<file path="src/rtl/rtl_kernel_wizard_0_control_s_axi.sv">
// rtl/rtl_kernel_wizard_0_control_s_axi.sv - AXI4-Lite control slave and register file; CTRL_IRQ_EN enables GIE/IER/ISR and interrupt
module rtl_kernel_wizard_0_control_s_axi #(
    parameter int C_S_AXI_ADDR_WIDTH = 12,
    parameter int C_S_AXI_DATA_WIDTH = 32
) (
    input  logic                            ap_clk,
    input  logic                            areset,
    input  logic                            s_axi_control_awvalid,
    output logic                            s_axi_control_awready,
    input  logic [C_S_AXI_ADDR_WIDTH-1:0]   s_axi_control_awaddr,
    input  logic                            s_axi_control_wvalid,
    output logic                            s_axi_control_wready,
    input  logic [C_S_AXI_DATA_WIDTH-1:0]   s_axi_control_wdata,
    input  logic [C_S_AXI_DATA_WIDTH/8-1:0] s_axi_control_wstrb,
    output logic                            s_axi_control_bvalid,
    input  logic                            s_axi_control_bready,
    output logic [1:0]                      s_axi_control_bresp,
    input  logic                            s_axi_control_arvalid,
    output logic                            s_axi_control_arready,
    input  logic [C_S_AXI_ADDR_WIDTH-1:0]   s_axi_control_araddr,
    output logic                            s_axi_control_rvalid,
    input  logic                            s_axi_control_rready,
    output logic [C_S_AXI_DATA_WIDTH-1:0]   s_axi_control_rdata,
    output logic [1:0]                      s_axi_control_rresp,
    output logic                            interrupt,
    output logic                            ap_start,
    input  logic                            ap_done,
    input  logic                            ap_idle,
    input  logic                            ap_ready,
    output logic [31:0]                     scalar00,
    output logic [63:0]                     axi00_ptr0
);

    localparam logic [5:0] ADDR_CTRL   = 6'h00;
    localparam logic [5:0] ADDR_GIE    = 6'h04;
    localparam logic [5:0] ADDR_IER    = 6'h08;
    localparam logic [5:0] ADDR_ISR    = 6'h0C;
    localparam logic [5:0] ADDR_SCALAR = 6'h10;
    localparam logic [5:0] ADDR_PTR_LO = 6'h18;
    localparam logic [5:0] ADDR_PTR_HI = 6'h1C;

    typedef enum logic [1:0] {WRIDLE, WRDATA, WRRESP} wr_state_t;
    typedef enum logic {RDIDLE, RDDATA} rd_state_t;

    wr_state_t   wstate;
    rd_state_t   rstate;
    logic [5:0]  waddr;
    logic        rd_ctrl;
    logic        auto_restart;
    logic        int_ap_done;
    logic [31:0] rdata_next;
    logic        w_hs;
    logic        r_hs;
    logic        wr_ctrl;

    // Only the low six address bits are decoded; the rest are deliberately ignored.
    logic unused_addr_bits;
    assign unused_addr_bits = ^{s_axi_control_awaddr[C_S_AXI_ADDR_WIDTH-1:6],
                                s_axi_control_araddr[C_S_AXI_ADDR_WIDTH-1:6]};

    assign s_axi_control_bresp = 2'b00;
    assign s_axi_control_rresp = 2'b00;
    assign w_hs    = s_axi_control_wvalid & s_axi_control_wready;
    assign r_hs    = s_axi_control_rvalid & s_axi_control_rready;
    assign wr_ctrl = w_hs && (waddr == ADDR_CTRL) && s_axi_control_wstrb[0];

    function automatic logic [31:0] masked(input logic [31:0] old_val);
        logic [31:0] res;
        res = old_val;
        for (int b = 0; b < 4; b++)
            if (s_axi_control_wstrb[b])
                res[b*8 +: 8] = s_axi_control_wdata[b*8 +: 8];
        return res;
    endfunction

    always_ff @(posedge ap_clk) begin
        if (areset) begin
            wstate                <= WRIDLE;
            waddr                 <= '0;
            s_axi_control_awready <= 1'b0;
            s_axi_control_wready  <= 1'b0;
            s_axi_control_bvalid  <= 1'b0;
        end else begin
            case (wstate)
                WRIDLE: begin
                    if (s_axi_control_awvalid && s_axi_control_awready) begin
                        waddr                 <= s_axi_control_awaddr[5:0];
                        s_axi_control_awready <= 1'b0;
                        s_axi_control_wready  <= 1'b1;
                        wstate                <= WRDATA;
                    end else begin
                        s_axi_control_awready <= 1'b1;
                    end
                end
                WRDATA: begin
                    if (w_hs) begin
                        s_axi_control_wready <= 1'b0;
                        s_axi_control_bvalid <= 1'b1;
                        wstate               <= WRRESP;
                    end
                end
                WRRESP: begin
                    if (s_axi_control_bvalid && s_axi_control_bready) begin
                        s_axi_control_bvalid  <= 1'b0;
                        s_axi_control_awready <= 1'b1;
                        wstate                <= WRIDLE;
                    end
                end
                default: wstate <= WRIDLE;
            endcase
        end
    end

    always_ff @(posedge ap_clk) begin
        if (areset) begin
            scalar00     <= '0;
            axi00_ptr0   <= '0;
            auto_restart <= 1'b0;
            ap_start     <= 1'b0;
            int_ap_done  <= 1'b0;
        end else begin
            if (w_hs) begin
                case (waddr)
                    ADDR_SCALAR: scalar00          <= masked(scalar00);
                    ADDR_PTR_LO: axi00_ptr0[31:0]  <= masked(axi00_ptr0[31:0]);
                    ADDR_PTR_HI: axi00_ptr0[63:32] <= masked(axi00_ptr0[63:32]);
                    default: ;
                endcase
            end
            if (wr_ctrl)
                auto_restart <= s_axi_control_wdata[7];
            // A host start beats a same-cycle ready so a back-to-back launch is never dropped.
            if (wr_ctrl && s_axi_control_wdata[0])
                ap_start <= 1'b1;
            else if (ap_ready && !auto_restart)
                ap_start <= 1'b0;
            if (ap_done)
                int_ap_done <= 1'b1;
            else if (r_hs && rd_ctrl)
                int_ap_done <= 1'b0;
        end
    end

`ifdef CTRL_IRQ_EN
    logic       gie;
    logic [1:0] ier;
    logic [1:0] isr;
    logic [1:0] irq_event;

    assign irq_event = {ap_ready, ap_done};

    always_ff @(posedge ap_clk) begin
        if (areset) begin
            gie       <= 1'b0;
            ier       <= '0;
            isr       <= '0;
            interrupt <= 1'b0;
        end else begin
            if (w_hs && waddr == ADDR_GIE && s_axi_control_wstrb[0])
                gie <= s_axi_control_wdata[0];
            if (w_hs && waddr == ADDR_IER && s_axi_control_wstrb[0])
                ier <= s_axi_control_wdata[1:0];
            for (int i = 0; i < 2; i++) begin
                if (irq_event[i] && ier[i])
                    isr[i] <= 1'b1;
                else if (w_hs && waddr == ADDR_ISR && s_axi_control_wstrb[0] && s_axi_control_wdata[i])
                    isr[i] <= ~isr[i];
            end
            interrupt <= gie & (|isr);
        end
    end
`else
    assign interrupt = 1'b0;
`endif

    always_comb begin
        rdata_next = '0;
        case (s_axi_control_araddr[5:0])
            ADDR_CTRL:   rdata_next = {24'b0, auto_restart, 3'b0, ap_ready, ap_idle, int_ap_done, ap_start};
`ifdef CTRL_IRQ_EN
            ADDR_GIE:    rdata_next = {31'b0, gie};
            ADDR_IER:    rdata_next = {30'b0, ier};
            ADDR_ISR:    rdata_next = {30'b0, isr};
`endif
            ADDR_SCALAR: rdata_next = scalar00;
            ADDR_PTR_LO: rdata_next = axi00_ptr0[31:0];
            ADDR_PTR_HI: rdata_next = axi00_ptr0[63:32];
            default:     rdata_next = '0;
        endcase
    end

    always_ff @(posedge ap_clk) begin
        if (areset) begin
            rstate                <= RDIDLE;
            rd_ctrl               <= 1'b0;
            s_axi_control_arready <= 1'b0;
            s_axi_control_rvalid  <= 1'b0;
            s_axi_control_rdata   <= '0;
        end else begin
            case (rstate)
                RDIDLE: begin
                    if (s_axi_control_arvalid && s_axi_control_arready) begin
                        s_axi_control_arready <= 1'b0;
                        s_axi_control_rvalid  <= 1'b1;
                        s_axi_control_rdata   <= rdata_next;
                        rd_ctrl               <= (s_axi_control_araddr[5:0] == ADDR_CTRL);
                        rstate                <= RDDATA;
                    end else begin
                        s_axi_control_arready <= 1'b1;
                    end
                end
                RDDATA: begin
                    if (s_axi_control_rready) begin
                        s_axi_control_rvalid  <= 1'b0;
                        s_axi_control_arready <= 1'b1;
                        rstate                <= RDIDLE;
                    end
                end
                default: rstate <= RDIDLE;
            endcase
        end
    end

endmodule
</file>
<file path="config.mk">
export PLATFORM = sky130hd
export DESIGN_NAME = rtl_kernel_wizard_0_control_s_axi
export DESIGN_NICKNAME = d
export VERILOG_FILES = /design/src/rtl/rtl_kernel_wizard_0_control_s_axi.sv
export SDC_FILE = /design/constraint.sdc
export NUM_CORES = 1
export LEC_CHECK = 0
export ABC_AREA = 1
export BUFFER_PORTS_ARGS = -buffer_cell sky130_fd_sc_hd__buf_2
export CORE_MARGIN = 8
export CORE_UTILIZATION = 30
export CTS_CLUSTER_SIZE = 10
export DETAILED_ROUTE_END_ITERATION = 6
export PLACE_DENSITY = 0.51
export SYNTH_ARGS = -nofsm -noshare
export SYNTH_HDL_FRONTEND = slang
export SYNTH_SLANG_ARGS = --single-unit
</file>
<file path="constraint.sdc">
create_clock -name ap_clk -period 3.3 [get_ports ap_clk]
set_clock_uncertainty 0.05 [all_clocks]
set_input_delay 0.66 -clock ap_clk [delete_from_list [all_inputs] [get_ports ap_clk]]
set_output_delay 0.66 -clock ap_clk [all_outputs]
set_load 0.03 [all_outputs]
</file>
**Word level (Yosys, flattened, before mapping)**

Cells that the tools add are included.

- Flip-flop bits (word level): 146
- Bits of input ports: 70
- Output and inout bits: 139
- Word-level logic and storage cells: 104

- Eq/ne operators: 13
- Multiplexer cells: 27
- Bitwise logic cells: 3
- Reductions and logical operators: 36

Operators with widths:

| operator | count |
|---|---|
| 32-bit one-hot mux with 4 select lines | 1 |
| 3-bit AND reduction | 15 |
| 6-bit by 5-bit == test with 1-bit output (second input constant) | 6 |
| 1-bit 2-to-1 mux | 16 |
| 6-bit logical NOT | 2 |
| 1-bit one-hot mux with 2 select lines | 6 |
| 2-bit != test (second input constant) | 5 |
| 2-bit nonzero test | 5 |
| 1-bit logical AND | 8 |
| 2-bit AND reduction | 4 |
| 2-bit 2-to-1 mux | 3 |
| 2-bit one-hot mux with 3 select lines | 1 |
| 1-bit bitwise AND | 2 |
| 2-bit by 1-bit == test with 1-bit output (second input constant) | 1 |
| 2-bit == test (second input constant) | 1 |
| 2-bit logical NOT | 1 |
| 1-bit logical NOT | 1 |
| 1-bit NOT | 1 |

**Depth between registers and ports, before layout**

Gate-level depths: netlist (run 1).

- Depth after elaboration: 5
- Depth in mapped cells: 10
- Gate-level depth less buffers: 9

**Worst setup path after synthesis (run 1)**

Ideal clock, no wire load.

- Kind: input-to-reg
- Start: in s_axi_control_awvalid
- End: reg waddr[2]
- Data arrival time: 1.508 ns
- Data required time: 3.130 ns
- Setup slack: 1.621 ns
- Stages on the path: 5
- Path buffers: 0
- Cells stage by stage: nand2_1 > nor3_1 > clkinv_1 > o21ai_0 > a21oi_1

- Longest elaborated chain between the ends: 2

Ends and longest elaborated chain:

| item | RTL line | text |
|---|---|---|
| start: declaration | 8 | `input logic s_axi_control_awvalid,` |
| 1-bit logical AND | 86 | `if (s_axi_control_awvalid && s_axi_control_awready) begin` |
| 2-bit AND reduction (no source line) | -- |  |
| end signal: assignment | 87 | `waddr <= s_axi_control_awaddr[5:0];` |
| end: declaration | 47 | `logic [5:0] waddr;` |

No other way between the ends.
A chain may end at the register's enable or synchronous reset.

**Worst setup path after layout (run 1)**

- Start: in s_axi_control_araddr[0]
- End: reg s_axi_control_rdata[27]

- Longest elaborated chain between the ends: 2

Ends and longest elaborated chain:

| item | RTL line | text |
|---|---|---|
| start: declaration | 20 | `input logic [C_S_AXI_ADDR_WIDTH-1:0] s_axi_control_araddr,` |
| 6-bit by 5-bit == test with 1-bit output / 6-bit logical NOT (equally long branches) | 178 | `case (s_axi_control_araddr[5:0])` |
| 32-bit one-hot mux with 4 select lines (*) | 178 |  |
| end signal: assignment | 205 | `s_axi_control_rdata <= rdata_next;` |
| end: declaration | 23 | `output logic [C_S_AXI_DATA_WIDTH-1:0] s_axi_control_rdata,` |

Every way passes the cells marked *; elsewhere a longest branch is shown, timed or not.

==> summary.md, run 1 <==
| Metric | Value |
|---|---|
| RR Startpoint | s_axi_control_awready |
| Initial antenna violation count | 0 |
| Nets@finish | 1030 |
| Cell accounting for the most synthesized area | dfxtp_1 |
| Yosys warnings | 0 |
| Die W | 160.2 um |
| Post-synthesis sequential area ratio | 0.4683 |
| LEAKAGE | 3.719 nW |
| Clk buf depth | 2 |
| Power Dens Cells | 515.5 nW/um^2 |
| Endpoints failing hold | 0 |
| Commonest non-fill, non-tap cell in the layout | buf_2 |
| Overflow after GRT | 0 |
| Critical Path Sink Type | register |
| Max-cap violations | 0 |
| GRT Util Overall | 0.1615 |
| Core area | 20300 sq um |
| Final cell count without fillers | 1243 |
| Post-Syn Area | 6241 sq um |
| Setup WS post-layout | 1377 ps |
| Drt drc | 0 |
| Post-CTS Resized | 0 |
| Syn avg cell area | 7.940 sq um |
| Design Area, Final | 7924 sq um |
| Die area | 25680 sq um |
| Outcome | complete, no violations |
| Multi-input gate area | 2754 sq um |
| Synth top area cells | dfxtp_1 (47%), a21oi_1 (9.9%), nand2_1 (8.4%) |
| Die Y | 160.2 um |
| Worst min path class | primary input to register |
| Distinct cells, synth | 32 |
| Vias in the first global route | 5823 |
| First-pass GRT wire length | 33200 um |
| Setup crit start | s_axi_control_araddr[0] |
| Clock Sinks | 146 |
| Port bufs | 191 |
| Site Rows | 52 |
| Slew HR | 0.4757 |
| Worst VDD drop | 350.1 uV |
| Clk pin slew, worst setup/hold paths | 60 ps |
| Hold_buf cts | 0 |
| Cts bufs inserted | 17 |
| Post-CTS setup buffer count | 0 |
| Syn-to-layout area delta | 26.96% |
| Cell Area, Placed | 7307 sq um |
| Wirelength, routed | 20940 um |
| Hpwl dp | 14550 um |
| Register-to-register setup slack | 1610 ps |
| Largest net degree at the start of global routing | 58 |
| Required time of the critical path | 3600 ps |
| Yosys top cell area share | 0.4683 |
| Slew at the pin closest to its max-slew limit | 784.6 ps |
| Yosys reg bits | 146 |
| RSZ-0062 raised after global routing | no |
| Clock latency on the worst-skew pair | 420 ps |
| Post-Synthesis Cells | 786 |
| Post-Place Setup Slack | 930.7 ps |
| Starting Density | 0.3074 |
| H-tree depth | 4 |
| Reg2reg end | waddr[4] |
| Final setup fails | 0 |
| CTS tree | done |
| Vias/cell | 4.684 |
| Filler cell count in the final layout | 2190 |
| Critical Path Sink | s_axi_control_rdata[27] |
| Routed wire per std cell | 16.84 um |
| GP Congestion | 0.7902 |
| Drt first pass iters | 4 |
| Critical Path AT | 2220 ps |
| Tcrit/Tclk final | 0.5826 |
| DR iter-0 viols | 278 |
| Post-layout min period | 1923 ps |
| Critical path class | primary input to register |
| Share of cells above drive strength 1 | 0.2963 |
| Vias | 5822 |
| DRT antenna net count | 0 |
| Ports | 209 |
| Inst Count DP | 1211 |
| Commonest cells after routing, fill and taps aside | buf_2 (191), dfxtp_1 (146), nand2_1 (140), a21oi_1 (124), o21ai_0 (81) |
| Root Buffer | clkbuf_16 |
| Slew Limit Fails | 0 |
| Crit Path Max Fanout | 25 |
| PnR Total Power | 0.004085 W |
| Final TNS setup | 0 ps |
| Worst reg-to-reg path cell count | 5 |
| Crit path launch type | primary input |
| Area occupied by registers | 2923 sq um |
| Fmax | 0.5201 GHz |
-- flip-flops by register name, summed over array words and instances (netlist names) --
signal and count:
s_axi_control_awready 1, wstate 2, s_axi_control_bvalid 1, rd_ctrl 1, scalar00 32, axi00_ptr0 64
ap_start 1, s_axi_control_arready 1, int_ap_done 1, rstate 1, waddr 6, s_axi_control_rdata 32
s_axi_control_rvalid 1, s_axi_control_wready 1, auto_restart 1
-- area by class of cell --
cell class / count / area share
antenna: 1 / 0.0003158
clock buffer: 24 / 0.06206
clock inverter: 7 / 0.01547
inverter: 68 / 0.03237
multi-input combinational: 527 / 0.3475
sequential: 146 / 0.3689
tap: 270 / 0.04263
timing repair buffer: 200 / 0.1307
-- synthesized netlist by cell type (all sizes together) --
cell type  instances
dfxtp            146
inv               65
clkinv             3
nand2            149
clkbuf            18
nand4              8
a31o               1
buf               31
o21ai            105
o211ai             1
a21oi            139
a211oi             1
nor2              50
conb               1
nor3               2
nand3             66
-- how the worst min path moves through the flow --
stage	from	endpoint	slack [ps]	cells after the start
3_3_place_gp	s_axi_control_rdata[8]	s_axi_control_rdata[8]	400	2
6_report	ap_done	int_ap_done	410	3
4_1_cts	s_axi_control_rready	s_axi_control_rvalid	390	2
2_1_floorplan	auto_restart	auto_restart	390	2
5_1_grt	s_axi_control_rready	s_axi_control_rvalid	400	2
3_5_place_dp	s_axi_control_rdata[4]	s_axi_control_rdata[4]	400	2
-- metal layers --
| metal | track usage | up-vias | routed length (um) | part of all wire |
|---|---|---|---|---|
| met5 | 0 | - | 0 | 0 |
| met1 | 0.2056 | 2673 | 9791 | 0.47 |
| met4 | 0.04333 | 0 | 201 | 0.0096 |
| li1 | - | 2966 | - | - |
| met2 | 0.2606 | 171 | 9626 | 0.46 |
| met3 | 0.04833 | 12 | 1316 | 0.063 |
-- worst max-delay path, stage by stage --
cell,delay [ps]
buf_2,110
inv_1,50
nand2_1,120
nor2_4,620
buf_4,300
nand3_1,90
nand3_1,90
nand2_1,60
a21oi_2,110
-- logic make-up (layout without fill, tap and decap cells) --
group           after synthesis  in the layout  share of synthesized area
flops                       146            146                     0.4683
compound gates              247            247                     0.2121
buf+inv                     117            299                    0.09563
other cells                   1              6                  0.0006009
simple gates                275            275                     0.2233
-- power by group --
part           leakage [nW]  total, W  internal, W  switching [W]
clock network         0.293   0.00203      0.00127       0.000762
registers              1.18   0.00180      0.00178      0.0000166
logic                  2.25  0.000254    0.0000699       0.000184
-- stage by stage --
| step | util | hold slack (ps) |
|---|---|---|
| floorplan | - | 392.2 |
| global placement | 0.3600 | 403.6 |
| detailed placement | 0.3600 | 402.5 |
| CTS | 0.3902 | 392.2 |
| global route | 0.3902 | 401.0 |
| finish | 0.3903 | 406.3 |
Note: power is estimated with default switching activity, not from simulation.
==> run 2, diff against run 1 <==
--- a/config.mk
+++ b/config.mk
@@ -11,7 +11,7 @@
 export CORE_UTILIZATION = 30
 export CTS_CLUSTER_SIZE = 10
 export DETAILED_ROUTE_END_ITERATION = 6
-export PLACE_DENSITY = 0.51
+export PLACE_DENSITY = 0.53
 export SYNTH_ARGS = -nofsm -noshare
 export SYNTH_HDL_FRONTEND = slang
 export SYNTH_SLANG_ARGS = --single-unit
==> constraint.sdc (replaced) <==
create_clock -name ap_clk -period 1.76 [get_ports ap_clk]
set_clock_uncertainty 0.05 [all_clocks]
set_input_delay 0.352 -clock ap_clk [delete_from_list [all_inputs] [get_ports ap_clk]]
set_output_delay 0.352 -clock ap_clk [all_outputs]
set_load 0.03 [all_outputs]
==> run 2 against run 1 <==
Setup slack got worse by 1200 ps. Sequential power increased by 87%. Sequential share of layout area decreased by 1.1 points. Clock-buffer cell count decreased by 5. Hold slack got worse by 310 ps. First-iteration DRC count decreased by 7.9%. Die area unchanged. Sequential cell count unchanged.
==> summary.md, run 2 (synthesized netlist as in run 1, its figures left out) <==
| Metric | Value |
|---|---|
| Largest registers | axi00_ptr0 x64, s_axi_control_rdata x32, scalar00 x32 |
| Largest net degree at the start of global routing | 58 (unchanged) |
| Commonest non-fill, non-tap cell in the layout | buf_2 |
| Initial antenna violation count | 1 (+1) |
| Final setup fails | 0 (unchanged) |
| Tcrit/Tclk final | 0.8921 |
| Worst reg-to-reg path cell count | 5 (unchanged) |
| HP Start | s_axi_control_rready |
| Register-to-register setup slack | 190 ps (-1420 ps) |
| Vias/cell | 4.670 (-0.29%) |
| Routed wire per std cell | 16.52 um (-1.9%) |
| Fmax | 0.6369 GHz |
| Critical Path AT | 1860 ps (-360 ps) |
| Worst VDD drop | 590.1 uV (+69%) |
| Vias in the first global route | 5887 (+1.1%) |
| Die area | 25680 sq um (unchanged) |
| Drt first pass iters | 4 (unchanged) |
| DRT antenna net count | 0 (unchanged) |
| Clock Sinks | 146 (unchanged) |
| Port bufs | 191 (unchanged) |
| Clk pin slew, worst setup/hold paths | 60 ps (about the same) |
| Post-CTS setup buffer count | 0 (unchanged) |
| Required time of the critical path | 2050 ps (-1550 ps) |
| Post-layout min period | 1570 ps |
| Clk buf depth | 2 (unchanged) |
| GP Congestion | 0.7623 (-3.5%) |
| Clock latency on the worst-skew pair | 420 ps (about the same) |
| Post-CTS Resized | 0 (unchanged) |
| Site Rows | 52 (unchanged) |
| Overflow after GRT | 0 (unchanged) |
| RR Startpoint | waddr[5] |
| Final TNS setup | 0 ps (unchanged) |
| DR iter-0 viols | 256 (-7.9%) |
| Hold endpoint | s_axi_control_rvalid |
| Critical Path Sink Type | register |
| Outcome | complete, no violations |
| RSZ-0062 raised after global routing | no |
| Vias | 5852 (+0.52%) |
| Share of cells above drive strength 1 | 0.3062 (+0.009909) |
| H-tree depth | 4 (unchanged) |
| Syn-to-layout area delta | 30.93% |
| Biggest register | axi00_ptr0 |
| Starting Density | 0.3074 (unchanged) |
| Nets@finish | 1040 (+0.97%) |
| Hold path depth | 2 (-1) |
| Slew Limit Fails | 0 (unchanged) |
| Core area | 20300 sq um (unchanged) |
| Critical path class | register to register |
| Root Buffer | clkbuf_16 |
| Min Hold Slack | 97.24 ps (-309.0 ps) |
| LEAKAGE | 3.819 nW (+2.7%) |
| Endpoints failing hold | 0 (unchanged) |
| Crit path launch type | register |
| Cts bufs inserted | 17 (unchanged) |
| Setup WS post-layout | 189.9 ps (-1187 ps) |
| Hpwl dp | 14340 um (-1.4%) |
| Ports | 209 (unchanged) |
| Commonest cells after routing, fill and taps aside | buf_2 (191), dfxtp_1 (146), nand2_1 (140), a21oi_1 (124), o21ai_0 (81) |
| GRT Util Overall | 0.1616 (about the same) |
| CTS tree | done |
| Reg2reg end | axi00_ptr0[3] |
| Crit Path Max Fanout | 16 (-36%) |
| Post-Place Setup Slack | 100.3 ps (-830.4 ps) |
| Power Dens Cells | 949.4 nW/um^2 (+84%) |
| Drt drc | 0 (unchanged) |
| First-pass GRT wire length | 33170 um (-0.10%) |
| Die W | 160.2 um (unchanged) |
| Max reg flops | 64 (unchanged) |
| Worst min path class | primary input to register |
| Hold_buf cts | 0 (unchanged) |
| Max-cap violations | 0 (unchanged) |
| Wirelength, routed | 20690 um (-1.2%) |
| Die Y | 160.2 um (unchanged) |
| Ant. Diodes | 0 (-1) |
-- run 2: critical path: stages (launching register included) --
cell,delay (ps)
dfxtp_1,370
nor2_8,210
nand4_4,210
nor2_4,370
o21ai_0,150
a21oi_1,140
-- run 2: cell type report --
class	count	area, sq um
timing repair buffer	210	1274
sequential	146	2923
inverter	68	256.5
clock inverter	13	183.9
clock buffer	19	442.9
multi-input combinational	527	2754
tap	270	337.8
fill	2131	12130
-- run 2: worst max-delay path by stage --
stage | startpoint | to
4_1_cts | waddr[5] | axi00_ptr0[3]
3_5_place_dp | s_axi_control_araddr[1] | s_axi_control_rdata[7]
6_report | waddr[5] | axi00_ptr0[3]
2_1_floorplan | s_axi_control_awready | waddr[2]
5_1_grt | waddr[4] | axi00_ptr0[32]
3_3_place_gp | s_axi_control_araddr[1] | s_axi_control_rdata[13]
-- run 2: power breakdown --
group | switching [W] | leakage (nW) | internal, W
Sequential | 0.0000306 | 1.18 | 0.00334
Clock | 0.00147 | 0.299 | 0.00241
Combinational | 0.000353 | 2.34 | 0.000154
Total | 0.00185 | 3.82 | 0.00590
-- run 2: per-stage QoR --
| stage | cells | power, W | cell area (sq um) | util |
|---|---|---|---|---|
| floorplan | 790 | 0.003744 | 6256 | - |
| global placement | 1221 | 0.003948 | 7545 | 0.3717 |
| detailed placement | 1221 | 0.003951 | 7545 | 0.3717 |
| CTS | 1253 | 0.007851 | 8172 | 0.4026 |
| global route | 1253 | 0.008072 | 8172 | 0.4026 |
| finish | 1253 | 0.007758 | 8172 | 0.4026 |
-- run 2: per-layer routing --
| layer | wire (um) | GRT usage | vias to the layer above |
|---|---|---|---|
| li1 | - | - | 2980 |
| met1 | 9654 | 0.2060 | 2655 |
| met2 | 9344 | 0.2552 | 196 |
| met3 | 1455 | 0.05424 | 19 |
| met4 | 226 | 0.04545 | 2 |
| met5 | 13 | 0 | - |
